**src/rtl/alsu_pipe.sv**
```systemverilog
// Two-stage pipelined arithmetic/logic/shift unit: stage 1 captures the operation, stage 2 computes it.
// Optional LED blink pattern on error is enabled by defining ALSU_LED_BLINK_EN.
module alsu_pipe #(
   parameter int WIDTH          = 8,
   parameter int INPUT_PRIORITY = 1,
   parameter int FULL_ADDER     = 1
) (
   input  logic                 clk,
   input  logic                 rst,
   input  logic                 in_valid,
   input  logic [WIDTH-1:0]     a,
   input  logic [WIDTH-1:0]     b,
   input  logic [2:0]           opcode,
   input  logic                 cin,
   input  logic                 serial_in,
   input  logic                 direction,
   input  logic                 red_op_a,
   input  logic                 red_op_b,
   input  logic                 bypass_a,
   input  logic                 bypass_b,
   output logic [2*WIDTH-1:0]   out,
   output logic                 out_valid,
   output logic                 error,
   output logic [15:0]          leds
);

   localparam int OUT_W  = 2 * WIDTH;
   localparam bit PRIO_A = (INPUT_PRIORITY != 0);
   localparam bit USE_CIN = (FULL_ADDER != 0);

   logic             s1_valid_r;
   logic [WIDTH-1:0] a_r;
   logic [WIDTH-1:0] b_r;
   logic [2:0]       opcode_r;
   logic             cin_r;
   logic             serial_in_r;
   logic             direction_r;
   logic             red_a_r;
   logic             red_b_r;
   logic             byp_a_r;
   logic             byp_b_r;

   logic [WIDTH:0]   sum_s;
   logic [OUT_W-1:0] prod_s;
   logic [WIDTH-1:0] prev_s;
   logic [WIDTH-1:0] shift_s;
   logic [WIDTH-1:0] rot_s;
   logic             pick_a_byp_s;
   logic             pick_a_red_s;
   logic             invalid_s;
   logic [OUT_W-1:0] result_s;
   logic             err_s;

   // Stage 1: capture the operation when offered; the valid bit always follows in_valid.
   always_ff @(posedge clk) begin
      if (rst) begin
         s1_valid_r  <= 1'b0;
         a_r         <= {WIDTH{1'b0}};
         b_r         <= {WIDTH{1'b0}};
         opcode_r    <= 3'd0;
         cin_r       <= 1'b0;
         serial_in_r <= 1'b0;
         direction_r <= 1'b0;
         red_a_r     <= 1'b0;
         red_b_r     <= 1'b0;
         byp_a_r     <= 1'b0;
         byp_b_r     <= 1'b0;
      end else begin
         s1_valid_r <= in_valid;
         if (in_valid) begin
            a_r         <= a;
            b_r         <= b;
            opcode_r    <= opcode;
            cin_r       <= cin;
            serial_in_r <= serial_in;
            direction_r <= direction;
            red_a_r     <= red_op_a;
            red_b_r     <= red_op_b;
            byp_a_r     <= bypass_a;
            byp_b_r     <= bypass_b;
         end
      end
   end

   assign sum_s  = {1'b0, a_r} + {1'b0, b_r} + {{WIDTH{1'b0}}, (cin_r & USE_CIN)};
   assign prod_s = {{WIDTH{1'b0}}, a_r} * {{WIDTH{1'b0}}, b_r};

   // Shifts and rotates chain off the result currently held in the output register.
   assign prev_s  = out[WIDTH-1:0];
   assign shift_s = direction_r ? {prev_s[WIDTH-2:0], serial_in_r} : {serial_in_r, prev_s[WIDTH-1:1]};
   assign rot_s   = direction_r ? {prev_s[WIDTH-2:0], prev_s[WIDTH-1]} : {prev_s[0], prev_s[WIDTH-1:1]};

   assign pick_a_byp_s = byp_a_r & (~byp_b_r | PRIO_A);
   assign pick_a_red_s = red_a_r & (~red_b_r | PRIO_A);
   assign invalid_s    = (opcode_r[2] & opcode_r[1]) | ((red_a_r | red_b_r) & (opcode_r >= 3'd2));

   // Stage 2 result selection: bypass, then invalid check, then opcode.
   always_comb begin
      result_s = {OUT_W{1'b0}};
      err_s    = 1'b0;
      if (byp_a_r | byp_b_r) begin
         result_s = {{WIDTH{1'b0}}, (pick_a_byp_s ? a_r : b_r)};
      end else if (invalid_s) begin
         err_s = 1'b1;
      end else begin
         case (opcode_r)
            3'd0: begin
               if (red_a_r | red_b_r) begin
                  result_s = {{(OUT_W-1){1'b0}}, (pick_a_red_s ? (&a_r) : (&b_r))};
               end else begin
                  result_s = {{WIDTH{1'b0}}, (a_r & b_r)};
               end
            end
            3'd1: begin
               if (red_a_r | red_b_r) begin
                  result_s = {{(OUT_W-1){1'b0}}, (pick_a_red_s ? (^a_r) : (^b_r))};
               end else begin
                  result_s = {{WIDTH{1'b0}}, (a_r ^ b_r)};
               end
            end
            3'd2:    result_s = {{(WIDTH-1){1'b0}}, sum_s};
            3'd3:    result_s = prod_s;
            3'd4:    result_s = {{WIDTH{1'b0}}, shift_s};
            3'd5:    result_s = {{WIDTH{1'b0}}, rot_s};
            default: err_s    = 1'b1;
         endcase
      end
   end

   // Stage 2: register the result; out and error hold when no operation completes.
   always_ff @(posedge clk) begin
      if (rst) begin
         out       <= {OUT_W{1'b0}};
         out_valid <= 1'b0;
         error     <= 1'b0;
      end else begin
         out_valid <= s1_valid_r;
         if (s1_valid_r) begin
            out   <= result_s;
            error <= err_s;
         end
      end
   end

`ifdef ALSU_LED_BLINK_EN
   logic err_next_s;
   assign err_next_s = s1_valid_r ? err_s : error;

   // LED pattern: all on as error rises, then toggles every cycle while error stays set.
   always_ff @(posedge clk) begin
      if (rst) begin
         leds <= 16'h0000;
      end else if (!err_next_s) begin
         leds <= 16'h0000;
      end else if (!error) begin
         leds <= 16'hFFFF;
      end else begin
         leds <= ~leds;
      end
   end
`else
   assign leds = 16'h0000;
`endif

endmodule
```
**config.mk**
```make
export PLATFORM = sky130hd
export DESIGN_NAME = alsu_pipe
export DESIGN_NICKNAME = d
export VERILOG_FILES = /design/src/rtl/alsu_pipe.sv
export SDC_FILE = /design/constraint.sdc
export NUM_CORES = 1
export LEC_CHECK = 0
export CORE_UTILIZATION = 60
export DETAILED_ROUTE_END_ITERATION = 10
export DONT_BUFFER_PORTS = 1
export PLACE_DENSITY = 0.77
export RECOVER_POWER = 25
export SYNTH_ARGS = -nofsm -noshare
export SYNTH_HDL_FRONTEND = slang
export SYNTH_SLANG_ARGS = --single-unit
```
**constraint.sdc**
```tcl
create_clock -name clk -period 4.92 [get_ports clk]
set_input_delay 0.984 -clock clk [delete_from_list [all_inputs] [get_ports clk]]
set_output_delay 0.984 -clock clk [all_outputs]
set_load 0.005 [all_outputs]
```
==> results.sh <==
export IMPL_synth_xor_area_share=0.0230
export IMPL_drcViolationCount=0
export IMPL_postCtsHoldBufs=0
export IMPL_hold_depth=2
export IMPL_dr_total_vias=3964
export IMPL_detail_route_wl_per_cell_um=17.4
export IMPL_diodes=0
export IMPL_dieArea_um2=8610
export IMPL_stdcell_area_um2=5070
export IMPL_clk_pin_slew_worst_paths_ns=0.10
export IMPL_portBuffers=0
export IMPL_grt_overflow=0
export IMPL_maxSlewHeadroom=0.344
export IMPL_worstSkewPairLatency_ns=0.31
export IMPL_synth_edf_count=0
export IMPL_yosys_area_top_type="dfxtp_1"
export IMPL_rr_worst_depth=13
export IMPL_clock_path_buffers=2
export IMPL_grt_max_degree=39
export IMPL_syn_avg_cell_area_um2=8.67
export IMPL_ys_seq_area_frac=0.182
export IMPL_gp_congestion=0.875
export IMPL_htreeDepth=2
export IMPL_clock_sinks=45
export IMPL_hold_viol_final=0
export IMPL_arrival_ns=4.81
export IMPL_hold_path_class="register to register"
export IMPL_first_pass_iters=5
export IMPL_cts_tree="done"
export IMPL_drv_cap=0
export IMPL_synth_top_cell_area_share=0.182
export IMPL_fmax_mhz=217
export IMPL_coreArea_um2=7850
export IMPL_worstSetupStartpointType="register"
export IMPL_ant_nets=0
export IMPL_holdWs_ns=0.475
export IMPL_r2r_setup_slack_ns=0.31
export IMPL_io_pin_count=63
export IMPL_fin_util=0.646
export IMPL_cts_root_buf="clkbuf_8"
export IMPL_synth_top_family_by_area="adder cells"
export IMPL_status="finished, final reports clean"
export IMPL_synthesis_instances=571
export IMPL_synth_distinct_cells=57
export IMPL_wl_um=11500
export IMPL_reg2reg_from="a_r[2]"
export IMPL_final_common_cell="inv_1"
export IMPL_yosys_top_cells_area="dfxtp_1 (18%), fa_1 (15%), ha_1 (13%)"
export IMPL_fp_dieH_um=92.8
export IMPL_post_cts_buffers=0
export IMPL_grt_pass1_wl_um=18700
export IMPL_cts_resized=0
export IMPL_ys_ff_latch=45
export IMPL_synth_async_reset_ratio=0
export IMPL_p_per_area_nw_per_um2=187
export IMPL_endpoint_kind="register"
export IMPL_die_w_um=92.8
export IMPL_clock_skew_ns=0.00695
export IMPL_netlist_area_um2=4950
export IMPL_fin_tns_setup_ns=0
export IMPL_post_dp_hpwl_um=9010
export IMPL_setup_violations=0
export IMPL_first_global_vias=3766
export IMPL_track_usage=0.278
export IMPL_yosys_area_share_simple=0.182
export IMPL_synth_area_mux_share=0.0956
export IMPL_finalPower_uw=948
export IMPL_r2r_end="out[15]"
export IMPL_syn2layout_area_growth_pct=2.40
export IMPL_tightest_slew_ns=0.980
export IMPL_synthAdderAreaFrac=0.285
export IMPL_hold_path_startpoint="out[9]"
export IMPL_fin_crit_ns=4.61
export IMPL_antenna_found_initial=0
export IMPL_avgViaCountPerCell=5.96
export IMPL_p_leak_uw=0.00245
export IMPL_nNetsFinal=681
export IMPL_synth_compound_area_share=0.144
export IMPL_drt_iter0_markers=315
export IMPL_rows=32
export IMPL_cts_made_buffers=5
export IMPL_yosysWarningCount=0
export IMPL_initial_core_util=0.631
export IMPL_ys_flop_type="dfxtp_1"
export IMPL_ir_drop_v=0.000151
export IMPL_final_period_utilization=0.937
export IMPL_drive_above_1_share=0.0391
export IMPL_min_to="out[9]"
export IMPL_required_ns=5.12
export IMPL_dpl_cell_area_um2=4960
export IMPL_path_max_fanout=11
export IMPL_critical_path_class="register to register"
export IMPL_most_common_layout_cells="inv_1 (54), nor2_1 (52), ha_1 (52)"
export IMPL_grt_setup_unrepaired="false"
export IMPL_maxSlewViolCount=0
==> worst max path at each step <==
stage | end | start | slack (ns)
floorplan | out[15] | a_r[1] | 0.62
global placement | out[15] | b_r[6] | 0.47
detailed placement | out[15] | b_r[5] | 0.37
CTS | out[15] | b_r[5] | 0.34
global route | out[15] | b_r[7] | 0.07
finish | out[15] | a_r[2] | 0.31
==> state kept, by name (all words and copies together) (netlist names), 3 cells and up <==
name and cells:
a_r 8, b_r 8, opcode_r 3, out 16
==> power breakdown <==
part	leakage, uW	switching (uW)	internal (uW)	total [uW]
clock	0.0000554	148	153	301
sequential	0.000369	40.9	382	423
combinational	0.00202	122	103	224
total	0.00245	311	638	948
==> worst max-delay path: stages, from the launching register on <==
cell and delay, ns:
dfxtp_1 0.55, and2_1 0.21, fa_1 0.45, fa_1 0.53, fa_1 0.54, inv_1 0.05
fa_1 0.53, inv_1 0.04, ha_1 0.39, nand3_1 0.15, nor3_1 0.37, o31ai_1 0.14
a31oi_1 0.20, mux2_1 0.35
==> synth_stat cells (10+ instances only) <==
cell	number
fa_1	38
a21oi_1	20
buf_4	16
inv_1	54
nand2_1	36
dfxtp_1	45
ha_1	52
o21ai_1	11
nor2_1	52
clkbuf_1	10
and2_1	45
o21ai_0	16
mux2i_1	45
==> through the flow <==
| stage | setup slack [ns] | std cells |
|---|---|---|
| final | 0.309 | 665 |
| after global routing | 0.0716 | 665 |
| after CTS | 0.337 | 665 |
| after detailed placement | 0.372 | 657 |
| after global placement | 0.469 | 657 |
| after floorplan | 0.624 | 586 |
==> layout make-up <==
cell class              count  area, um^2
well taps                 102         128
repair buffers              7        52.6
inverters                  54         203
clock inverters             2        38.8
flip-flops and latches     45         901
clock buffers               6        72.6
fillers                   674        2780
multi-input cells         449        3670
==> routing by layer <==
metal | GRT usage | wire length, um | share of wire | vias to the layer above
met5 | 0 | 0 | 0 | -
met4 | 0.0846 | 235 | 0.020 | 0
met3 | 0.0599 | 808 | 0.070 | 25
met2 | 0.436 | 5290 | 0.46 | 147
met1 | 0.381 | 5210 | 0.45 | 1898
li1 | - | - | - | 1894
==> cells by family after synthesis <==
kind of cell             count (synthesis)
flip-flops                              45
AO/OA/AOI/OAI                          107
AND/OR/NAND/NOR                        176
other                                    1
buffers and inverters                   92
adder cells (fa/ha/maj)                 90
multiplexers                            47
XOR/XNOR                                13
No activity file was read; power rests on OpenSTA's default activity.
